$ cat config.mk
export PLATFORM = sky130hd
export DESIGN_NAME = spi_rule_injector_flat
export DESIGN_NICKNAME = d
export VERILOG_FILES = /design/src/rtl/spi_rule_injector_if.sv /design/src/rtl/spi_rule_injector.sv /design/src/flat_wrapper.sv
export SDC_FILE = /design/constraint.sdc
export NUM_CORES = 1
export LEC_CHECK = 0
export BUFFER_PORTS_ARGS = -buffer_cell sky130_fd_sc_hd__buf_2
export CORE_MARGIN = 8
export CORE_UTILIZATION = 25
export CTS_CLUSTER_SIZE = 10
export DETAILED_ROUTE_END_ITERATION = 8
export HOLD_SLACK_MARGIN = 0.06
export PLACE_DENSITY_LB_ADDON = 0.05
export SETUP_SLACK_MARGIN = 0.15
export SLEW_MARGIN = 20
export SYNTH_ARGS = -nofsm -noshare
export SYNTH_HDL_FRONTEND = slang
export SYNTH_SLANG_ARGS = --single-unit
export TNS_END_PERCENT = 5
$ cat constraint.sdc
create_clock -name CLK -period 3.65 [get_ports CLK]
set_input_delay 0.1825 -clock CLK [delete_from_list [all_inputs] [get_ports CLK]]
set_output_delay 0.1825 -clock CLK [all_outputs]
set_load 0.005 [all_outputs]
$ cat src/rtl/spi_rule_injector_if.sv
// SPI line and control/status bundle for the rule-based SD-over-SPI fault injector.
interface spi_rule_injector_if #(
  parameter int unsigned NUM_RULES = 4,
  parameter int unsigned CNT_W     = 8
);
  logic                   MOSI_IN;
  logic                   MOSI_OUT;
  logic                   MISO_IN;
  logic                   MISO_OUT;
  logic [5:0]             io_MOSICommand;
  logic                   io_MOSIReadSuccess;
  logic                   io_MOSIWaitingWriteToken;
  logic                   io_Armed;
  logic [NUM_RULES-1:0]   io_RuleEnable;
  logic [6*NUM_RULES-1:0] io_RuleCmd;
  logic [2*NUM_RULES-1:0] io_RuleMode;
  logic [CNT_W*NUM_RULES-1:0] io_RuleSkip;
  logic [15:0]            io_InjectCount;
  logic                   io_Busy;
  logic [7:0]             io___dbg_state;

  modport master (
    output MOSI_IN, MISO_IN, io_MOSICommand, io_MOSIReadSuccess,
           io_MOSIWaitingWriteToken, io_Armed, io_RuleEnable, io_RuleCmd,
           io_RuleMode, io_RuleSkip,
    input  MOSI_OUT, MISO_OUT, io_InjectCount, io_Busy, io___dbg_state
  );

  modport slave (
    input  MOSI_IN, MISO_IN, io_MOSICommand, io_MOSIReadSuccess,
           io_MOSIWaitingWriteToken, io_Armed, io_RuleEnable, io_RuleCmd,
           io_RuleMode, io_RuleSkip,
    output MOSI_OUT, MISO_OUT, io_InjectCount, io_Busy, io___dbg_state
  );
endinterface

$ cat src/rtl/spi_rule_injector.sv
// Inline SPI fault injector: matches a command against programmable rules, skips
// N write-token blocks, then shifts an error token on MISO or a stop token on MOSI.
module spi_rule_injector #(
  parameter int unsigned       NUM_RULES  = 4,
  parameter int unsigned       TOK_W      = 8,
  parameter int unsigned       CNT_W      = 8,
  parameter logic [TOK_W-1:0]  ERR_TOKEN  = TOK_W'(8'h0F),
  parameter logic [TOK_W-1:0]  STOP_TOKEN = TOK_W'(8'hFD)
) (
  input logic                  CLK,
  input logic                  async_reset_n,
  spi_rule_injector_if.slave   bus
);
  localparam int unsigned BIT_W = $clog2(TOK_W + 1);

  typedef enum logic [2:0] {
    ST_IDLE       = 3'd0,
    ST_MATCHED    = 3'd1,
    ST_SHIFT_MISO = 3'd2,
    ST_SHIFT_MOSI = 3'd3,
    ST_HOLD       = 3'd4
  } state_e;

  state_e             state_q, state_d;
  logic               rs_hist_q, rs_hist_d;
  logic               wt_hist_q, wt_hist_d;
  logic [1:0]         mode_q, mode_d;
  logic [CNT_W-1:0]   skip_q, skip_d;
  logic [CNT_W-1:0]   blk_cnt_q, blk_cnt_d;
  logic [BIT_W-1:0]   bit_cnt_q, bit_cnt_d;
  logic               mosi_sel_q, mosi_sel_d;
  logic               mosi_dat_q, mosi_dat_d;
  logic               miso_sel_q, miso_sel_d;
  logic               miso_dat_q, miso_dat_d;
  logic [15:0]        inj_cnt_q, inj_cnt_d;
  logic               busy_q, busy_d;

  logic               rs_rise, wt_rise, inj_inc;
  logic               hit;
  logic [1:0]         hit_mode;
  logic [CNT_W-1:0]   hit_skip;
  logic [TOK_W-1:0]   err_sh, stop_sh;
  logic               last_bit;

  assign rs_rise  = bus.io_MOSIReadSuccess & ~rs_hist_q;
  assign wt_rise  = bus.io_MOSIWaitingWriteToken & ~wt_hist_q;
  assign err_sh   = ERR_TOKEN << bit_cnt_q;
  assign stop_sh  = STOP_TOKEN << bit_cnt_q;
  assign last_bit = (bit_cnt_q == BIT_W'(TOK_W - 1));

  // Lowest-index enabled rule wins: scan downwards so the last hit is the lowest.
  always_comb begin
    hit      = 1'b0;
    hit_mode = '0;
    hit_skip = '0;
    for (int i = int'(NUM_RULES) - 1; i >= 0; i--) begin
      if (bus.io_RuleEnable[i] && (bus.io_RuleCmd[i*6 +: 6] == bus.io_MOSICommand)) begin
        hit      = 1'b1;
        hit_mode = bus.io_RuleMode[i*2 +: 2];
        hit_skip = bus.io_RuleSkip[i*CNT_W +: CNT_W];
      end
    end
  end

  always_comb begin
    state_d    = state_q;
    rs_hist_d  = bus.io_MOSIReadSuccess;
    wt_hist_d  = bus.io_MOSIWaitingWriteToken;
    mode_d     = mode_q;
    skip_d     = skip_q;
    blk_cnt_d  = blk_cnt_q;
    bit_cnt_d  = bit_cnt_q;
    mosi_sel_d = mosi_sel_q;
    mosi_dat_d = mosi_dat_q;
    miso_sel_d = miso_sel_q;
    miso_dat_d = miso_dat_q;
    inj_inc    = 1'b0;

    case (state_q)
      ST_IDLE: begin
        mosi_sel_d = 1'b0;
        miso_sel_d = 1'b0;
        mosi_dat_d = 1'b1;
        miso_dat_d = 1'b1;
        bit_cnt_d  = '0;
        if (rs_rise && bus.io_Armed && hit) begin
          mode_d    = hit_mode;
          skip_d    = hit_skip;
          blk_cnt_d = '0;
          state_d   = ST_MATCHED;
        end
      end
      ST_MATCHED: begin
        // Transaction end beats a token edge seen on the same clock.
        if (!bus.io_MOSIReadSuccess) begin
          state_d = ST_IDLE;
        end else if (wt_rise) begin
          if (blk_cnt_q < skip_q) begin
            if (blk_cnt_q != {CNT_W{1'b1}}) blk_cnt_d = blk_cnt_q + CNT_W'(1);
          end else begin
            case (mode_q)
              2'd0: begin
                miso_sel_d = 1'b1;
                miso_dat_d = ERR_TOKEN[TOK_W-1];
                bit_cnt_d  = BIT_W'(1);
                state_d    = ST_SHIFT_MISO;
              end
              2'd1: begin
                mosi_sel_d = 1'b1;
                mosi_dat_d = STOP_TOKEN[TOK_W-1];
                bit_cnt_d  = BIT_W'(1);
                state_d    = ST_SHIFT_MOSI;
              end
              default: begin
                inj_inc = 1'b1;
                state_d = ST_IDLE;
              end
            endcase
          end
        end
      end
      ST_SHIFT_MISO: begin
        miso_dat_d = err_sh[TOK_W-1];
        bit_cnt_d  = bit_cnt_q + BIT_W'(1);
        if (last_bit) begin
          inj_inc = 1'b1;
          state_d = ST_IDLE;
        end
      end
      ST_SHIFT_MOSI: begin
        mosi_dat_d = stop_sh[TOK_W-1];
        bit_cnt_d  = bit_cnt_q + BIT_W'(1);
        if (last_bit) begin
          inj_inc = 1'b1;
          state_d = ST_HOLD;
        end
      end
      ST_HOLD: begin
        mosi_sel_d = 1'b1;
        mosi_dat_d = 1'b1;
        if (!bus.io_MOSIReadSuccess) begin
          mosi_sel_d = 1'b0;
          state_d    = ST_IDLE;
        end
      end
      default: state_d = ST_IDLE;
    endcase

    inj_cnt_d = inj_cnt_q;
    if (inj_inc && (inj_cnt_q != 16'hFFFF)) inj_cnt_d = inj_cnt_q + 16'd1;
    busy_d = (state_d != ST_IDLE);
  end

  always_ff @(negedge CLK or negedge async_reset_n) begin
    if (!async_reset_n) begin
      state_q    <= ST_IDLE;
      rs_hist_q  <= 1'b0;
      wt_hist_q  <= 1'b0;
      mode_q     <= '0;
      skip_q     <= '0;
      blk_cnt_q  <= '0;
      bit_cnt_q  <= '0;
      mosi_sel_q <= 1'b0;
      mosi_dat_q <= 1'b1;
      miso_sel_q <= 1'b0;
      miso_dat_q <= 1'b1;
      inj_cnt_q  <= '0;
      busy_q     <= 1'b0;
    end else begin
      state_q    <= state_d;
      rs_hist_q  <= rs_hist_d;
      wt_hist_q  <= wt_hist_d;
      mode_q     <= mode_d;
      skip_q     <= skip_d;
      blk_cnt_q  <= blk_cnt_d;
      bit_cnt_q  <= bit_cnt_d;
      mosi_sel_q <= mosi_sel_d;
      mosi_dat_q <= mosi_dat_d;
      miso_sel_q <= miso_sel_d;
      miso_dat_q <= miso_dat_d;
      inj_cnt_q  <= inj_cnt_d;
      busy_q     <= busy_d;
    end
  end

  assign bus.MOSI_OUT       = mosi_sel_q ? mosi_dat_q : bus.MOSI_IN;
  assign bus.MISO_OUT       = miso_sel_q ? miso_dat_q : bus.MISO_IN;
  assign bus.io_InjectCount = inj_cnt_q;
  assign bus.io_Busy        = busy_q;
  assign bus.io___dbg_state = 8'(state_q);
endmodule

$ cat src/flat_wrapper.sv
// flat-port wrapper written by rule: the top's interface ports become plain ports
module spi_rule_injector_flat 
#(
  parameter int unsigned       NUM_RULES  = 4,
  parameter int unsigned       TOK_W      = 8,
  parameter int unsigned       CNT_W      = 8,
  parameter logic [TOK_W-1:0]  ERR_TOKEN  = TOK_W'(8'h0F),
  parameter logic [TOK_W-1:0]  STOP_TOKEN = TOK_W'(8'hFD)
)
  (CLK, async_reset_n, bus_MOSI_IN, bus_MISO_IN, bus_io_MOSICommand, bus_io_MOSIReadSuccess, bus_io_MOSIWaitingWriteToken, bus_io_Armed, bus_io_RuleEnable, bus_io_RuleCmd, bus_io_RuleMode, bus_io_RuleSkip, bus_MOSI_OUT, bus_MISO_OUT, bus_io_InjectCount, bus_io_Busy, bus_io___dbg_state);
  spi_rule_injector_if #(.NUM_RULES(NUM_RULES), .CNT_W(CNT_W)) bus_i ();
  input logic CLK;
  input logic async_reset_n;
  input wire logic [$bits(bus_i.MOSI_IN)-1:0] bus_MOSI_IN;
  input wire logic [$bits(bus_i.MISO_IN)-1:0] bus_MISO_IN;
  input wire logic [$bits(bus_i.io_MOSICommand)-1:0] bus_io_MOSICommand;
  input wire logic [$bits(bus_i.io_MOSIReadSuccess)-1:0] bus_io_MOSIReadSuccess;
  input wire logic [$bits(bus_i.io_MOSIWaitingWriteToken)-1:0] bus_io_MOSIWaitingWriteToken;
  input wire logic [$bits(bus_i.io_Armed)-1:0] bus_io_Armed;
  input wire logic [$bits(bus_i.io_RuleEnable)-1:0] bus_io_RuleEnable;
  input wire logic [$bits(bus_i.io_RuleCmd)-1:0] bus_io_RuleCmd;
  input wire logic [$bits(bus_i.io_RuleMode)-1:0] bus_io_RuleMode;
  input wire logic [$bits(bus_i.io_RuleSkip)-1:0] bus_io_RuleSkip;
  output wire logic [$bits(bus_i.MOSI_OUT)-1:0] bus_MOSI_OUT;
  output wire logic [$bits(bus_i.MISO_OUT)-1:0] bus_MISO_OUT;
  output wire logic [$bits(bus_i.io_InjectCount)-1:0] bus_io_InjectCount;
  output wire logic [$bits(bus_i.io_Busy)-1:0] bus_io_Busy;
  output wire logic [$bits(bus_i.io___dbg_state)-1:0] bus_io___dbg_state;
  assign bus_i.MOSI_IN = bus_MOSI_IN;
  assign bus_i.MISO_IN = bus_MISO_IN;
  assign bus_i.io_MOSICommand = bus_io_MOSICommand;
  assign bus_i.io_MOSIReadSuccess = bus_io_MOSIReadSuccess;
  assign bus_i.io_MOSIWaitingWriteToken = bus_io_MOSIWaitingWriteToken;
  assign bus_i.io_Armed = bus_io_Armed;
  assign bus_i.io_RuleEnable = bus_io_RuleEnable;
  assign bus_i.io_RuleCmd = bus_io_RuleCmd;
  assign bus_i.io_RuleMode = bus_io_RuleMode;
  assign bus_i.io_RuleSkip = bus_io_RuleSkip;
  assign bus_MOSI_OUT = bus_i.MOSI_OUT;
  assign bus_MISO_OUT = bus_i.MISO_OUT;
  assign bus_io_InjectCount = bus_i.io_InjectCount;
  assign bus_io_Busy = bus_i.io_Busy;
  assign bus_io___dbg_state = bus_i.io___dbg_state;
  spi_rule_injector #(.NUM_RULES(NUM_RULES), .TOK_W(TOK_W), .CNT_W(CNT_W), .ERR_TOKEN(ERR_TOKEN), .STOP_TOKEN(STOP_TOKEN)) u_core (.CLK(CLK), .async_reset_n(async_reset_n), .bus(bus_i));
endmodule
== Yosys cells after proc, flatten, opt, wreduce, memory -nomap -nowiden ==
Cells that the tools add are included.

* $add $sub $neg: 3
* Magnitude comparators: 1
* Eq/ne operators: 21
* Shift-type cells: 2
* Muxes and demuxes: 57
* Bitwise operators: 4
* Reduce and logical (&&, ||, !) cells: 25

{| class="wikitable"
|+ Operators by type and width
! cell !! number
|-
| two-way mux 8 bit || 9
|-
| AND reduction 5 bit || 5
|-
| == test 6 bit || 4
|-
| two-way mux 1 bit || 24
|-
| two-way mux 3 bit || 7
|-
| adder 16 x 1 -> 16 bit, second input constant || 1
|-
| two-way mux 4 bit || 4
|-
| inequality test 16 bit, second input constant || 1
|-
| case mux 8 bit (2 select lines) || 1
|-
| case mux 3 bit (5 select lines) || 1
|-
| nonzero test 3 bit || 5
|-
| inequality test 2 x 1 -> 1 bit, second input constant || 6
|-
| case mux 4 bit (3 select lines) || 1
|-
| case mux 1 bit (3 select lines) || 3
|-
| adder 8 x 1 -> 8 bit, second input constant || 1
|-
| less-than comparator 8 bit || 1
|-
| two-way mux 2 bit || 4
|-
| inequality test 8 bit, second input constant || 1
|-
| left shift 4 x 4 -> 8 bit, first input constant || 1
|-
| left shift 8 x 4 -> 8 bit, first input constant || 1
|-
| logical AND 1 bit || 7
|-
| == test 3 x 2 -> 1 bit, second input constant || 2
|-
| inequality test 2 bit, second input constant || 3
|-
| AND reduction 6 bit || 1
|-
| other kinds (14) || 19
|}

* Bits in registers: 48
* Word-level logic and storage cells: 126

== Logic depth before layout (Yosys ltp) ==
Gate-level depths: netlist of run 1.

* Depth after elaboration: 10
* Gate-level depth with buffers: 10
* Depth with buffers taken out: 9

==> run metrics, run 1 <==
status completed; die area 0.01666 sq mm; Cell Area, Placed 0.004058 sq mm; Post-Synth Adder-Cell Area 0.04305; dominant cell type by area after synthesis dfrtn_1; vias in the first global route 2822; CTS resizes 0; dpl hpwl 6775 um; Filler cells 1333; most frequent cells in the layout 102 x buf_2, 46 x dfrtn_1, 36 x nand2_1; clk_lat worst skew 0.35 ns; clock skew 0.04754 ns; number of library cell types mapped by synthesis 50; design area 0.004218 sq mm; core footprint 0.01257 sq mm; Synth Instances 334; Num CTS Buffers 5; PortBufs 102; RR Startpoint u_core.blk_cnt_q[6]; Synth Area per Inst 9.571 sq um; WHS 0.4268 ns; EDFF count, synth 0; simple logic cell fraction of the synthesized area 0.2012; initial drt markers 101; combinational family with the most area after synthesis simple AND/OR/NAND/NOR gates; Congestion Overflow GR 0; WL final 8539 um; Pwr Total 1.188 mW; r2r endpoint u_core.bus.io_InjectCount[1]; commonest non-fill, non-tap cell in the layout buf_2; r2r worst-path depth 9; IO Pins 108; HP Class flop to flop; Crit Path Class input pin to flop; Pleak 1.998 nW; vias 2760; final routed DRC violation total 0; Synth Area in Compound Gates 0.1025; pwr dens 281.6 mW/mm^2; first-pass GRT wire length 14180 um; Synth top area share 0.3601; CP peak stage delay 0.41 ns; worst path required time 1.97 ns; YS warnings 0; share of cells above drive strength 1 0.3385; final-stage net count 541; CP startpoint bus_io_MOSICommand[5]; GPL Wtd Cong 0.7558; RSZ-0062 raised after global routing yes; Initial Util 0.2544; CP max FO 21; Avg WL per Cell 13.75 um; Fin. Hold Viols 0; crit path cell chain buf_2, xnor2_1, nand4_1, nor4_4, nor2_2, a2111o_1, buf_12, nand2_1, mux2i_1; synthesis-to-finish area growth 31.94%; root buf cell clkbuf_16; XOR/XNOR share of the synthesized area 0.1068; Max clock buf depth 2; depth of the CTS H-tree 2; Final Max Tran Viols 0; critical path capture point type flop; Reg clk slew, reported paths 0.05 ns; Reg2Reg Setup Slack 1.08 ns; Die H 129.1 um; Post-synth ARST share 1.000; clk sinks 48; post-route ant nets 0; die width 129.1 um; setup TNS 0 ns; all-layer global routing usage 0.1051; Mapped Area 0.003197 sq mm; mux cell area share after synthesis 0.1284; # setup viols final 0; largest net degree at the start of global routing 49; final core occ 0.3356; nature of the critical path startpoint input pin; vias per cell 4.444; initial antenna violation count 0; Seq/Total Area, Yosys 0.3765; ranking of synthesized cells by area dfrtn_1 36%, mux2i_1 10%, xnor2_1 6.0%; maximum capacitance violations 0; CP arrival 1.72 ns; peak supply drop 176.1 uV; register bit total from synthesis 48; CTS tree built; Core Rows 41; ANT cells 0; drt pass-1 iters 4; Synth Flop Type dfrtn_1; crit path capture u_core.blk_cnt_q[0]; crit path max-delay cell type a2111o_1
power breakdown:
group          switching, mW  total (mW)  internal [mW]
clock                  0.197       0.502          0.305
combinational         0.0698       0.141         0.0712
sequential           0.00325       0.545          0.542
total                  0.270        1.19          0.918
logic make-up after synthesis:
logic type	count (synthesis)
simple gates	121
flops	48
compound gates	46
mux	40
xor+xnor	39
buf+inv	28
fa+ha+maj	11
other cells	1
synth_stat cells (all sizes together), types with 2 or more instances:
| master | number |
|---|---|
| a21o | 3 |
| inv | 10 |
| and2 | 3 |
| and4 | 2 |
| clkbuf | 8 |
| xnor2 | 22 |
| buf | 10 |
| xor2 | 17 |
| dfrtn | 46 |
| nand2b | 8 |
| o21ai | 15 |
| a22o | 4 |
| nand3 | 14 |
| nand2 | 36 |
| nor4 | 4 |
| mux2i | 32 |
| ha | 11 |
| a21oi | 11 |
| nor3b | 3 |
| mux2 | 8 |
| nand4 | 15 |
| and3 | 12 |
| nor2b | 3 |
| dfstp | 2 |
| nor3 | 3 |
| nor2 | 14 |
| o22ai | 2 |
sequential cells by signal, summed over array words and instances (netlist names):
name,count
u_core.bit_cnt_q,4
u_core.blk_cnt_q,8
u_core.bus.io_Busy,1
u_core.bus.io_InjectCount,16
u_core.miso_dat_q,1
u_core.miso_sel_q,1
u_core.mode_q,2
u_core.mosi_dat_q,1
u_core.mosi_sel_q,1
u_core.rs_hist_q,1
u_core.skip_q,8
u_core.state_q,3
u_core.wt_hist_q,1
layer usage:
layer / global-route usage / wire (um) / up-vias
li1: - / - / 1409
met1: 0.1348 / 4008 / 1299
met2: 0.1761 / 4044 / 45
met3: 0.02342 / 402 / 7
met4: 0.02350 / 82 / 0
met5: 0 / 0 / -
through the flow:
step                cells  worst slack [ns]
CTS                   621            0.2099
detailed placement    613           -0.1705
floorplan             338           0.03999
global route          621           0.05006
global placement      613          -0.09505
finish                621            0.2486
timing repair:
action | in CTS | in global routing
buffers inserted | 0 | 0
pin swaps | 1 | 0
endpoints found under the setup margin | 1 | 19
hold buffers | 0 | 0
hold endpoints to repair | 0 | 0
cell type report:
class / count / area [sq um] / share of cell area
clock inverter: 3 / 25.02 / 0.005933
sequential: 48 / 1204 / 0.2854
multi-input combinational: 262 / 1911 / 0.4530
clock buffer: 6 / 138.9 / 0.03293
tap: 172 / 215.2 / 0.05102
inverter: 9 / 33.78 / 0.008009
timing repair buffer: 121 / 690.7 / 0.1637
critical path, delay by kind of cell:
kind / cells / cell delay [ns]
XOR/XNOR: 1 / 0.17
buffers and inverters: 2 / 0.31
AO/OA/AOI/OAI: 1 / 0.41
multiplexers: 1 / 0.07
AND/OR/NAND/NOR: 4 / 0.57
worst min-delay path by stage:
stage / startpoint / to / slack [ns] / cells after the start
final: u_core.bus.io_InjectCount[13] / u_core.bus.io_InjectCount[13] / 0.43 / 1
after floorplan: u_core.skip_q[1] / u_core.skip_q[1] / 0.42 / 2
after detailed placement: u_core.bus.io_InjectCount[13] / u_core.bus.io_InjectCount[13] / 0.43 / 1
after CTS: u_core.bus.io_InjectCount[13] / u_core.bus.io_InjectCount[13] / 0.43 / 1
after global routing: u_core.bus.io_InjectCount[6] / u_core.bus.io_InjectCount[6] / 0.45 / 1
after global placement: u_core.bus.io_InjectCount[13] / u_core.bus.io_InjectCount[13] / 0.43 / 1
Power figures use the tool's default switching activity.
==> run 2: changes to the inputs <==
- RECOVER_POWER: unset -> 50
- clock period: 3.65 -> 3.77 ns (I/O delays scaled with it)
==> run 2 against run 1 <==
Flip-flop and latch count stayed put. Combinational power is 4% lower. Core utilization is 0.34 points lower. Non-clock buffer count is 1 lower. Wire length hardly changed.
==> run metrics, run 2 (synthesis results as in run 1) <==
clk_lat worst skew 0.35 ns (about the same); synthesis-to-finish area growth 30.61%; CP peak stage delay 0.38 ns (-0.03 ns); clk sinks 48 (unchanged); WHS 0.4260 ns (-0.0007660 ns); pwr dens 269.2 mW/mm^2 (-4.4%); RR Startpoint u_core.blk_cnt_q[6]; Pleak 1.938 nW (-3.0%); Final Max Tran Viols 0 (unchanged); worst path required time 2.03 ns (+0.06 ns); max reg flops 16 (unchanged); CP arrival 1.79 ns (+0.07 ns); crit path max-delay cell type a21oi_1; crit path cell chain clkbuf_1, nor2b_1, and3_1, a21oi_1, o22ai_2, buf_12, nand2_1, mux2_2; Fin. Hold Viols 0 (unchanged); CP bufs+invs 2 (unchanged); final-stage net count 540 (-0.18%); RSZ-0062 raised after global routing yes; Max clock buf depth 2 (unchanged); Clk pwr share 0.411 (-0.012); Pwr Total 1.124 mW (-5.4%); initial antenna violation count 0 (unchanged); combinational share of power 0.120 (about the same); hold path start u_core.bus.io_InjectCount[13]; setup TNS 0 ns (unchanged); nature of the critical path startpoint input pin; first-pass GRT wire length 14130 um (-0.34%); Num CTS Buffers 5 (unchanged); Cell Area, Placed 0.004038 sq mm (-0.49%); ANT cells 0 (unchanged); CP max FO 16 (-24%); Congestion Overflow GR 0 (unchanged); most frequent cells in the layout 94 x buf_2, 46 x dfrtn_1, 36 x nand2_1; final core occ 0.3322 (-0.003385); depth of the CTS H-tree 2 (unchanged); Reg power frac 0.469 (+0.010); core footprint 0.01257 sq mm (unchanged); root buf cell clkbuf_16; status completed; Net Sw Frac 0.2363 (+0.009226); Crit Path Class input pin to flop; Initial Util 0.2544 (unchanged); vias in the first global route 2854 (+1.1%); die area 0.01666 sq mm (unchanged); Core Rows 41 (unchanged); post-route ant nets 0 (unchanged); Reg clk slew, reported paths 0.05 ns (about the same); Filler cells 1333 (unchanged); CP top delay family compound AO/OA/AOI/OAI gates; # setup viols final 0 (unchanged); peak supply drop 158.7 uV (-9.9%); clock skew 0.05283 ns (+0.005295 ns); Avg WL per Cell 13.75 um (about the same); drt pass-1 iters 4 (unchanged); Die H 129.1 um (unchanged); vias 2751 (-0.33%); dpl hpwl 6985 um (+3.1%); commonest non-fill, non-tap cell in the layout buf_2; initial drt markers 81 (-20%); design area 0.004175 sq mm (-1.0%); NetSw 265.6 uW (-1.5%); Pint 858.5 uW (-6.5%); CTS tree built; final routed DRC violation total 0 (unchanged); pin slew with the least headroom to its limit 1.054 ns; critical path capture point type flop; share of cells above drive strength 1 0.3073 (-0.03118); maximum capacitance violations 0 (unchanged); WL final 8537 um (about the same); Post-CTS Setup Repair Bufs 0 (unchanged); IO Pins 108 (unchanged); all-layer global routing usage 0.1040 (-0.001035); die width 129.1 um (unchanged); vias per cell 4.430 (-0.33%); CP startpoint bus_io_MOSIWaitingWriteToken; HP Class flop to flop; PortBufs 102 (unchanged); Slew HR 0.2976; GPL Wtd Cong 0.7587 (+0.38%); largest net degree at the start of global routing 22 (-55%)
run 2: layout make-up:
type | count | area, sq um | area share
Clock inverter | 2 | 7.507 | 0.001798
Sequential cell | 48 | 1204 | 0.2883
Tap cell | 172 | 215.2 | 0.05154
Inverter | 9 | 33.78 | 0.008091
Clock buffer | 8 | 146.4 | 0.03506
Multi-Input combinational cell | 262 | 1916 | 0.4588
Timing Repair Buffer | 120 | 653.1 | 0.1564
run 2: power by group through the flow:
stage               clock, mW  sequential (mW)  combinational [mW]
floorplan             0.00498            0.537              0.0634
global placement      0.00498            0.536               0.139
detailed placement    0.00498            0.536               0.138
CTS                     0.481            0.527               0.139
global route            0.503            0.528               0.151
finish                  0.462            0.527               0.135
run 2: repair_timing:
action	4_1_cts	5_1_grt
gates resized for setup	0	2
hold buffers	0	0
setup endpoints to repair	0	9
run 2: through the flow:
step           worst slack [ns]  cells
4_1_cts                  0.2265    621
3_3_place_gp           -0.03741    612
2_1_floorplan           0.09399    338
3_5_place_dp           -0.08079    612
6_report                 0.2395    621
5_1_grt                  0.1476    621
run 2: path summary, 6_finish.rpt:
| path | to | slack [ns] | cells past startpoint |
|---|---|---|---|
| max in group asynchronous | u_core.blk_cnt_q[4] | 0.58 | 2 |
| worst min-delay path | u_core.bus.io_InjectCount[13] | 0.43 | 1 |
| worst max register to register | u_core.bus.io_InjectCount[1] | 0.95 | 9 |
| worst min register to register | u_core.bus.io_InjectCount[13] | 0.43 | 1 |
| worst max-delay path | u_core.bus.io_InjectCount[1] | 0.24 | 8 |
| min in group asynchronous | u_core.mosi_sel_q | 1.73 | 1 |
run 2: worst register-to-register path: cells and delay by family, from the launching register on:
kind	cells	cell delay, ns
AOI/OAI and AO/OA	3	0.91
DFF	1	0.51
and+or+nand+nor	3	0.43
muxes	1	0.35
adders and majority gates	1	0.28
buffers and inverters	1	0.18
run 2: layer usage:
layer,track usage,wire (um),part of all wire
met2,0.1740,4080,0.48
met5,0,0,0
met1,0.1348,4042,0.47
met3,0.02177,359,0.042
met4,0.02281,54,0.0063
==> run 3: changes to the inputs <==
- CORE_UTILIZATION: 25 -> 51
==> run 3 against run 2 <==
Non-clock buffer count grew 3. Core utilization up 32 points. Via count fell by 0.58%. Critical path type unchanged. Critical endpoint is now u_core.skip_q[3]. Largest power group unchanged.
==> run metrics, run 3 (synthesis results as in run 1) <==
status completed; Seq. cell area 0.001204 sq mm (unchanged); commonest non-fill, non-tap cell in the layout buf_2; Congestion Overflow GR 0 (unchanged); synthesis-to-finish area growth 25.83%; depth of the CTS H-tree 2 (unchanged); Crit Path Class input pin to flop; Max clock buf depth 2 (unchanged); clk sinks 48 (unchanged); clk_lat worst skew 0.35 ns (about the same); Final Max Tran Viols 0 (unchanged); RSZ-0062 raised after global routing no; Initial Util 0.5152 (+0.2609); maximum capacitance violations 0 (unchanged); HP Class flop to flop; nature of the critical path startpoint input pin; IO Pins 108 (unchanged); Filler cells 537 (-60%); Post-CTS Setup Repair Bufs 0 (unchanged); WL final 7395 um (-13%); critical path capture point type flop; vias in the first global route 3022 (+5.9%); hold buffers post-CTS 0 (unchanged); Pleak 1.933 nW (-0.28%); CP max FO 15 (-1); setup TNS 0 ns (unchanged); vias 2735 (-0.58%); all-layer global routing usage 0.1745 (+0.07047); # setup viols final 0 (unchanged); initial drt markers 95 (+17%); post-route ant nets 0 (unchanged); Multi-input gate area 0.001907 sq mm (-0.46%); drt pass-1 iters 4 (unchanged); most frequent cells in the layout 97 x buf_2, 46 x dfrtn_1, 36 x nand2_1; GPL Wtd Cong 0.8048 (+6.1%); Fin. Hold Viols 0 (unchanged); core footprint 0.006205 sq mm (-51%); largest net degree at the start of global routing 18 (-18%); DP Cell Count 519 (-15%); pwr dens 259.0 mW/mm^2 (-3.8%); die width 95.17 um (-26%); Num CTS Buffers 5 (unchanged); CTS tree built; final-stage net count 543 (+0.56%); root buf cell clkbuf_8; die area 0.009057 sq mm (-46%); initial antenna violation count 0 (unchanged); Slew HR 0.4004 (+0.1028); PortBufs 102 (unchanged); share of cells above drive strength 1 0.3208 (+0.01345); clock skew 0.05074 ns (-0.002096 ns); Place WS -0.03640 ns (+0.04439 ns); Die H 95.17 um (-26%); ANT cells 0 (unchanged); dpl hpwl 5885 um (-16%); Avg WL per Cell 13.98 um (+1.7%); vias per cell 5.170 (+17%); slack of the critical path 0.2849 ns (+0.04546 ns); first-pass GRT wire length 13100 um (-7.3%); CP arrival 1.75 ns (-0.04 ns); max reg flops 16 (unchanged); Reg clk slew, reported paths 0.06 ns (about the same); final routed DRC violation total 0 (unchanged); non-filler instance count after layout 529 (-15%); peak supply drop 344.0 uV (+120%); worst path required time 2.04 ns (about the same); pin slew with the least headroom to its limit 0.8994 ns (-0.1542 ns); Core Rows 29 (-29%)
==> run 3: cell count changes in the layout (fill, tap and decap cells not counted) <==
cell / before / now
clkinv_4: 0 / 1
clkbuf_8: 1 / 5
buf_4: 12 / 16
nor4_2: 2 / 3
clkbuf_16: 5 / 0
buf_6: 1 / 0
nor4_4: 2 / 1
clkinvlp_4: 0 / 1
buf_2: 94 / 97
bufinv_16: 0 / 1
buf_12: 2 / 1
clkbuf_1: 13 / 9
==> run 3: worst max-delay path, cell delays in order <==
cell and delay [ns]:
buf_2 0.13, buf_4 0.13, xnor2_1 0.14, nand4_1 0.12, nor4_2 0.20, nor2_2 0.12
a2111o_1 0.39, buf_4 0.19, nand2_1 0.08, o21ai_1 0.06
==> run 3: what timing repair did <==
item	in CTS	in global routing
endpoints found under the hold margin	0	0
setup endpoints to repair	0	2
gates resized for setup	0	3
==> run 3: final cells by class <==
| cell class | count | share of cell area |
|---|---|---|
| Clock buffer | 5 | 0.01711 |
| Clock inverter | 5 | 0.01337 |
| Inverter | 9 | 0.008398 |
| Multi-Input combinational cell | 262 | 0.4740 |
| Sequential cell | 48 | 0.2992 |
| Tap cell | 77 | 0.02395 |
| Timing Repair Buffer | 123 | 0.1639 |
==> run 3: power by group <==
group	internal, mW	switching [mW]
clock	0.201	0.181
sequential	0.524	0.00400
combinational	0.0663	0.0649
==> run 3: final timing paths <==
check / startpoint / end / slack [ns] / depth (start not counted)
worst min register to register: u_core.skip_q[6] / u_core.skip_q[6] / 0.43 / 2
worst max register to register: u_core.blk_cnt_q[6] / u_core.bus.io_InjectCount[1] / 1.08 / 9
worst max-delay path: bus_io_MOSICommand[5] / u_core.skip_q[3] / 0.28 / 10
worst min-delay path: u_core.skip_q[6] / u_core.skip_q[6] / 0.43 / 2
min in group asynchronous: async_reset_n / u_core.bit_cnt_q[0] / 1.74 / 1
max in group asynchronous: async_reset_n / u_core.bus.io_InjectCount[8] / 0.71 / 2
==> run 3: through the flow <==
step / util / area, sq um / total power, mW / hold slack, ns
detailed placement: 0.6306 / 3913 / 0.6759 / 0.4300
global route: 0.6483 / 4023 / 1.094 / 0.4606
finish: 0.6483 / 4023 / 1.042 / 0.4310
CTS: 0.6497 / 4031 / 1.059 / 0.4373
global placement: 0.6306 / 3913 / 0.6739 / 0.4277
floorplan: - / 3244 / 0.6049 / 0.4158
==> run 3: per-layer routing <==
layer / GRT usage / vias to the layer above / part of all wire
met5: 0 / - / 0
met4: 0.05072 / 0 / 0.0089
met3: 0.04803 / 4 / 0.073
met2: 0.2888 / 87 / 0.46
met1: 0.2167 / 1239 / 0.46
li1: - / 1405 / -
